[src/rtl/mips_irq_pkg.sv]
// Shared types and constants for the MIPS v1 interrupt sequencer:
// FSM states, cause codes and status-word bit positions.
package mips_irq_pkg;

  typedef enum logic [2:0] {
    ST_IDLE,
    ST_ARM,
    ST_FLUSH,
    ST_REDIRECT,
    ST_HANDLER,
    ST_RETURN
  } state_t;

  localparam logic [2:0] CAUSE_IRQ0 = 3'd0;
  localparam logic [2:0] CAUSE_IRQ1 = 3'd1;
  localparam logic [2:0] CAUSE_IRQ2 = 3'd2;
  localparam logic [2:0] CAUSE_IRQ3 = 3'd3;
  localparam logic [2:0] CAUSE_TRAP = 3'd4;

  localparam int IRQ_LSB   = 8;
  localparam int TRAP_BIT  = 15;
  localparam int VEC_SHIFT = 4;
  localparam int NUM_IRQ   = 4;
  localparam int NUM_REQ   = NUM_IRQ + 1;

  // Status-word bit that a given cause clears once it is serviced.
  function automatic int cause_bit(input logic [2:0] cause);
    return (cause == CAUSE_TRAP) ? TRAP_BIT : IRQ_LSB + int'(cause);
  endfunction

endpackage

[src/rtl/irq_priority_encoder.sv]
// Fixed-priority encoder: trap (bit 4) wins, then irq3 down to irq0.
module irq_priority_encoder
  import mips_irq_pkg::*;
(
  input  logic [NUM_REQ-1:0] i_req,
  output logic               o_valid,
  output logic [2:0]         o_cause
);

  always_comb begin
    o_valid = |i_req;
    o_cause = CAUSE_IRQ0;
    if (i_req[4])      o_cause = CAUSE_TRAP;
    else if (i_req[3]) o_cause = CAUSE_IRQ3;
    else if (i_req[2]) o_cause = CAUSE_IRQ2;
    else if (i_req[1]) o_cause = CAUSE_IRQ1;
    else               o_cause = CAUSE_IRQ0;
  end

endmodule

[src/rtl/irq_sequencer.sv]
// Interrupt sequencer: arbitrates status-register requests, waits for an
// instruction boundary, flushes/redirects to the handler and returns on eret.
module irq_sequencer
  import mips_irq_pkg::*;
#(
  parameter int                    DATA_WIDTH  = 32,
  parameter logic [DATA_WIDTH-1:0] VECTOR_BASE = DATA_WIDTH'(32'h0000_0080)
) (
  input  logic                  i_clk,
  input  logic                  i_rst,
  input  logic [DATA_WIDTH-1:0] i_status,
  input  logic [3:0]            i_mask,
  input  logic                  i_ie,
  input  logic                  i_commit,
  input  logic [DATA_WIDTH-1:0] i_next_pc,
  input  logic                  i_eret,
  output logic                  o_flush,
  output logic                  o_redirect,
  output logic [DATA_WIDTH-1:0] o_redirect_pc,
  output logic [DATA_WIDTH-1:0] o_epc,
  output logic [2:0]            o_cause,
  output logic                  o_in_handler,
  output logic                  o_ic_we,
  output logic [DATA_WIDTH-1:0] o_ic_data
);

  state_t                  r_state;
  state_t                  w_state_next;
  logic [2:0]              r_cause;
  logic [DATA_WIDTH-1:0]   r_epc;
  logic [NUM_REQ-1:0]      w_req;
  logic                    w_req_valid;
  logic [2:0]              w_req_cause;
  logic                    w_armed_req;
  logic [DATA_WIDTH-1:0]   w_vector;
  logic [15:0]             w_status_clr;

  // The trap bypasses both the per-line mask and the global enable.
  genvar gi;
  generate
    for (gi = 0; gi < NUM_IRQ; gi++) begin : g_req
      assign w_req[gi] = i_status[IRQ_LSB + gi] & i_mask[gi] & i_ie;
    end
  endgenerate
  assign w_req[NUM_REQ-1] = i_status[TRAP_BIT];

  irq_priority_encoder u_prio (
    .i_req   (w_req),
    .o_valid (w_req_valid),
    .o_cause (w_req_cause)
  );

  assign w_armed_req  = w_req[r_cause];
  assign w_vector     = VECTOR_BASE + (DATA_WIDTH'(r_cause) << VEC_SHIFT);
  assign w_status_clr = i_status[15:0] & ~(16'h0001 << cause_bit(r_cause));

  always_ff @(posedge i_clk) begin
    if (i_rst) begin
      r_state <= ST_IDLE;
    end else begin
      r_state <= w_state_next;
    end
  end

  always_comb begin
    w_state_next = r_state;
    case (r_state)
      ST_IDLE:     if (w_req_valid) w_state_next = ST_ARM;
      ST_ARM: begin
        if (!w_armed_req)  w_state_next = ST_IDLE;
        else if (i_commit) w_state_next = ST_FLUSH;
      end
      ST_FLUSH:    w_state_next = ST_REDIRECT;
      ST_REDIRECT: w_state_next = ST_HANDLER;
      ST_HANDLER:  if (i_eret) w_state_next = ST_RETURN;
      ST_RETURN:   w_state_next = ST_IDLE;
      default:     w_state_next = ST_IDLE;
    endcase
  end

  // Cause is frozen once armed so a later, higher-priority request cannot re-arbitrate.
  always_ff @(posedge i_clk) begin
    if (i_rst) begin
      r_cause <= CAUSE_IRQ0;
      r_epc   <= '0;
    end else begin
      if (r_state == ST_IDLE && w_req_valid) r_cause <= w_req_cause;
      if (r_state == ST_ARM && w_armed_req && i_commit) r_epc <= i_next_pc;
    end
  end

  always_comb begin
    o_flush       = 1'b0;
    o_redirect    = 1'b0;
    o_redirect_pc = '0;
    o_in_handler  = 1'b0;
    o_ic_we       = 1'b0;
    o_ic_data     = '0;
    case (r_state)
      ST_FLUSH: begin
        o_flush   = 1'b1;
        o_ic_we   = 1'b1;
        o_ic_data = DATA_WIDTH'(w_status_clr);
      end
      ST_REDIRECT: begin
        o_redirect    = 1'b1;
        o_redirect_pc = w_vector;
      end
      ST_HANDLER:  o_in_handler = 1'b1;
      ST_RETURN: begin
        o_flush       = 1'b1;
        o_redirect    = 1'b1;
        o_redirect_pc = r_epc;
      end
      default: ;
    endcase
  end

  assign o_epc   = r_epc;
  assign o_cause = r_cause;

endmodule

[config.mk]
export PLATFORM = sky130hd
export DESIGN_NAME = irq_sequencer
export DESIGN_NICKNAME = d
export VERILOG_FILES = /design/src/rtl/mips_irq_pkg.sv /design/src/rtl/irq_priority_encoder.sv /design/src/rtl/irq_sequencer.sv
export SDC_FILE = /design/constraint.sdc
export NUM_CORES = 1
export LEC_CHECK = 0
export ABC_AREA = 1
export ABC_CLOCK_PERIOD_IN_PS = 1800
export CAP_MARGIN = 10
export CORE_ASPECT_RATIO = 0.5
export CORE_MARGIN = 2
export CORE_UTILIZATION = 33
export CTS_CLUSTER_DIAMETER = 40
export CTS_CLUSTER_SIZE = 24
export DETAILED_ROUTE_END_ITERATION = 10
export HOLD_SLACK_MARGIN = 0.1
export PLACE_DENSITY = 0.83
export SYNTH_ARGS = -nofsm -noshare
export SYNTH_HDL_FRONTEND = slang
export SYNTH_SLANG_ARGS = --single-unit
export TNS_END_PERCENT = 10
[constraint.sdc]
create_clock -name i_clk -period 1.8 [get_ports i_clk]
set_input_delay 0.36 -clock i_clk [delete_from_list [all_inputs] [get_ports i_clk]]
set_output_delay 0.36 -clock i_clk [all_outputs]
set_load 0.02 [all_outputs]
* Yosys cells after proc, flatten, opt, wreduce, memory -nomap -nowiden
Cells that the tools add are included.
Widths: inputs -> output; s select.
** Word-level totals
- Register bits :: 38
- Bits in latches :: 0
- Bits in writable memories :: 0
- Memory bits (read-only) :: 0
- Input port bits :: 73
- Output and inout bits :: 103
- Logic and storage cells :: 52
- Memories kept :: 0
** Operators by class
- Add/sub/neg operators :: 2
- Multipliers :: 0
- Div/mod/pow operators :: 0
- Magnitude comparators :: 1
- Eq/ne operators :: 9
- Shift operators :: 1
- Multiplexer cells :: 18
- Bitwise logic cells :: 10
- Reductions and logical operators :: 8
** Operator list (count)
- $pmux 32 s2 :: 1
- $mux 3 :: 7
- $and 16x16->16 :: 1
- $mux 16 :: 1
- $not 16->16 :: 1
- $shl 1x5->16 const A :: 1
- $pmux 3 s5 :: 1
- $add 8x7->9 const A :: 1
- $eq 3x3->1 const B :: 3
- $and 1x1->1 :: 8
- $eq 3x2->1 const B :: 2
- $mux 1 :: 6
- $add 4x3->5 const A :: 1
- $mux 5 :: 1
- $reduce_or 5->1 :: 1
- $lt 3x4->1 const B :: 1
- $ne 2x2->1 const B :: 2
- $reduce_or 2->1 :: 2
- $bmux 1 s3 :: 1
- $eq 3x1->1 const B :: 1
- $logic_and 1x1->1 :: 3
- $logic_not 3->1 :: 1
- $ne 3x3->1 const B :: 1
- $reduce_and 3->1 :: 1

* Logic depth before layout (Yosys ltp)
- Word-level depth :: 6
- Depth in mapped cells :: 12
- Mapped depth without buffers :: 11

* By module
Synthesis repeated with hierarchy kept, for this count alone.
** Unflattened totals
- Cell total of the unflattened synthesis :: 366
- Area, all modules :: 2180.8 um2
** By module, submodules not included
- irq_sequencer :: instances 1, cells an instance 357, area an instance 2138.3 um2, seq. area each 760.7 um2
- irq_priority_encoder :: instances 1, cells an instance 9, area an instance 42.5 um2, seq. area each 0.0 um2

* Worst setup path before layout
OpenSTA, ideal clock, no wires.
- Kind :: register to output
- Start :: register r_state[1]
- End :: output o_ic_data[0]
- Arrival time :: 1.545 ns
- Data required time :: 1.440 ns
- Slack :: -0.105 ns
- Cell stages (with the launch flop) :: 6
- Path buffers :: 1
- Cells stage by stage :: dfxtp_1 -> inv_1 -> nor3_2 -> inv_1 -> clkbuf_1 -> nor2_1
** On the way
- Longest elaborated chain between the ends :: 2
** RTL lines
- start: declaration :: line irq_sequencer.sv:27 : state_t r_state;
- start signal: assignment :: line irq_sequencer.sv:61 : r_state <= w_state_next;
- $eq 3x2->1 :: line irq_sequencer.sv:99 : case (r_state)
- $mux 16 :: line irq_sequencer.sv:99
- end: declaration :: line irq_sequencer.sv:24 : output logic [DATA_WIDTH-1:0] o_ic_data
Every way passes these cells.

* Final worst setup path
- Start :: register r_state[0]
- End :: output o_ic_data[11]
The elaborated chain is that of the path after synthesis.

==> results.json <==
{
  "synth_compound_area_frac": 0.0479,
  "max-clock-path-buffers": 2,
  "worst_ep_arrival_time_ps": 1480,
  "num_antenna_cells": 0,
  "start_util": 0.349,
  "dp.final_hpwl_um": 5350,
  "ir_worst_vdd_v": 0.000386,
  "status": "complete, but fails checks",
  "io_pins": 176,
  "core-area_um2": 6210,
  "rsz0062_at_grt": "true",
  "mostFrequentLayoutCells": "nor2_1, nand2_1, clkdlybuf4s50_1, inv_1, dfxtp_1",
  "dieArea_um2": 7270,
  "numClockSinks": 38,
  "power.leakage_nw": 2.05,
  "yosys.area_share.simple": 0.403,
  "postRouteAntennaNets": 0,
  "grtUsageTotal": 0.194,
  "timing.hold.ws_ps": 534,
  "grt_max_degree": 47,
  "cts_tree": "yes",
  "cp_max_fo": 14,
  "start_kind": "flip-flop",
  "setup_slack_ps": -41.3,
  "end_kind": "output pin",
  "cp.required_ps": 1440,
  "fmax_mhz": 543,
  "insertion_delay_ps": 280,
  "postSynthCellCount": 365,
  "drc": 0,
  "final_common_cell": "nor2_1",
  "fin_crit_sh": 1.02,
  "layout-area-overhead-vs-synth_pct": 86.6,
  "portBuffers": 143,
  "grt_pass1_vias": 2369,
  "multi_input_area_um2": 1070,
  "final-seq-area_um2": 766,
  "yosysWarningCount": 0,
  "num-fill-cells": 520,
  "final-hold-violation-count": 0,
  "synth_cell_type_count": 22,
  "p_per_area_nw_per_um2": 681,
  "viasPerCell": 4.39,
  "crit_type": "flip-flop to output pin",
  "synth_top_family_by_area": "simple AND/OR/NAND/NOR gates",
  "layout.nets": 602,
  "path_clk_slew_ps": 60,
  "finalPower_mw": 2.76,
  "cts.root.buffer_cell": "clkbuf_16",
  "syn_area_um2": 2170,
  "avgRoutedWirePerCell_um": 13.2,
  "grt_pass1_wl_um": 11300,
  "finalSetupViolCount": 11,
  "synth_mux_area_frac": 0,
  "die_h_um": 61.3,
  "violations": "negative setup slack",
  "gp_congestion": 0.839,
  "overflow": 0,
  "synth-adder-area-share": 0,
  "hold_path_class": "flip-flop to flip-flop",
  "finalWirelength_um": 8140,
  "synth-xor-area-share": 0,
  "drive_gt1_frac": 0.196,
  "fin_crit_ps": 1840,
  "dr.pass1.iters": 4,
  "avgSynthCellArea_um2": 5.94,
  "yosysSeqAreaShare": 0.351,
  "clock_skew_ps": 2.88,
  "finalMaxSlewViolations": 0,
  "maxCapViolCount": 0,
  "post-route-util": 0.652,
  "ys_seq_elements": 38,
  "antenna_found_initial": 0,
  "cts_buffers": 5,
  "die_w_um": 119,
  "htreeDepth": 2,
  "drt_iter0_drc": 102,
  "vias": 2712,
  "rows": 20
}
power breakdown:
group          total, mW  internal [mW]  leakage (nW)  switching, mW
sequential         0.935          0.901         0.310         0.0335
combinational      0.810          0.373          1.66          0.436
clock               1.01          0.653        0.0760          0.358
worst paths after layout:
check                                             start                      to  cells after the start  slack [ps]
worst max-delay path            r_state[0]$_SDFFE_PP0P_           o_ic_data[11]                      5         -40
worst max register to register  o_cause[0]$_SDFFE_PP0P_  o_epc[21]$_SDFFE_PP0P_                     14          80
worst min-delay path              o_epc[9]$_SDFFE_PP0P_   o_epc[9]$_SDFFE_PP0P_                      4         530
worst min register to register    o_epc[9]$_SDFFE_PP0P_   o_epc[9]$_SDFFE_PP0P_                      4         530
layer usage:
| layer | vias to the layer above | track usage | part of all wire |
|---|---|---|---|
| met5 | - | 0 | 0 |
| met4 | 0 | 0.0782 | 0.013 |
| met3 | 10 | 0.0454 | 0.046 |
| met2 | 78 | 0.353 | 0.52 |
| met1 | 1250 | 0.230 | 0.42 |
| li1 | 1374 | - | - |
kinds of logic (layout without fill, tap and decap cells):
family,Yosys count,after routing
compound gates,19,19
buf+inv,88,238
flops,38,38
other cells,1,16
simple gates,219,219
cells in the mapped netlist:
master	count	area share
nor2_1	112	0.19
nand2_1	88	0.15
inv_1	56	0.097
dfxtp_1	38	0.35
buf_4	19	0.066
nand3_1	11	0.025
a21oi_1	7	0.016
clkbuf_1	7	0.012
o21ai_0	6	0.014
buf_6	3	0.016
o22ai_1	3	0.0087
a31oi_1	2	0.0058
inv_2	2	0.0035
nand4_1	2	0.0058
nor3_2	2	0.0092
a211oi_1	1	0.0035
buf_2	1	0.0023
conb_1	1	0.0017
nand2_2	1	0.0029
nand3_4	1	0.0081
nor2_2	1	0.0029
or2_1	1	0.0029
registers in the layout (all words and copies together) (netlist names):
signal / cells
o_cause: 3
o_epc: 32
r_state: 3
layout make-up:
cell class / instances / area share
inverters: 58 / 0.0560
repair buffers: 172 / 0.421
clock inverters: 3 / 0.0111
well taps: 88 / 0.0272
flip-flops and latches: 38 / 0.189
multi-input cells: 254 / 0.264
clock buffers: 5 / 0.0309
critical path, stage by stage (launching register included):
cell        delay [ps]
dfxtp_2            340
nor3_4             260
clkinvlp_4         160
buf_12             160
nor2_1             110
buf_4              150
per-stage QoR:
step / setup slack, ps / cells / instance area (um^2) / TNS, ps
CTS: -113 / 613 / 3920 / -251
global placement: -195 / 604 / 3770 / -8400
finish: -41.3 / 618 / 4050 / -172
detailed placement: -230 / 604 / 3770 / -9850
global route: -78.1 / 618 / 4050 / -1250
floorplan: 42.2 / 380 / 2230 / 0
what timing repair did:
| item | 4_1_cts | 5_1_grt |
|---|---|---|
| setup buffers | 1 | 2 |
| resized for setup | 173 | 50 |
| setup endpoints to repair | 53 | 80 |
| cloned | 0 | 3 |
| pin swaps | 0 | 2 |
| hold buffers | 0 | 0 |
Note: power is estimated with default switching activity, not from simulation.
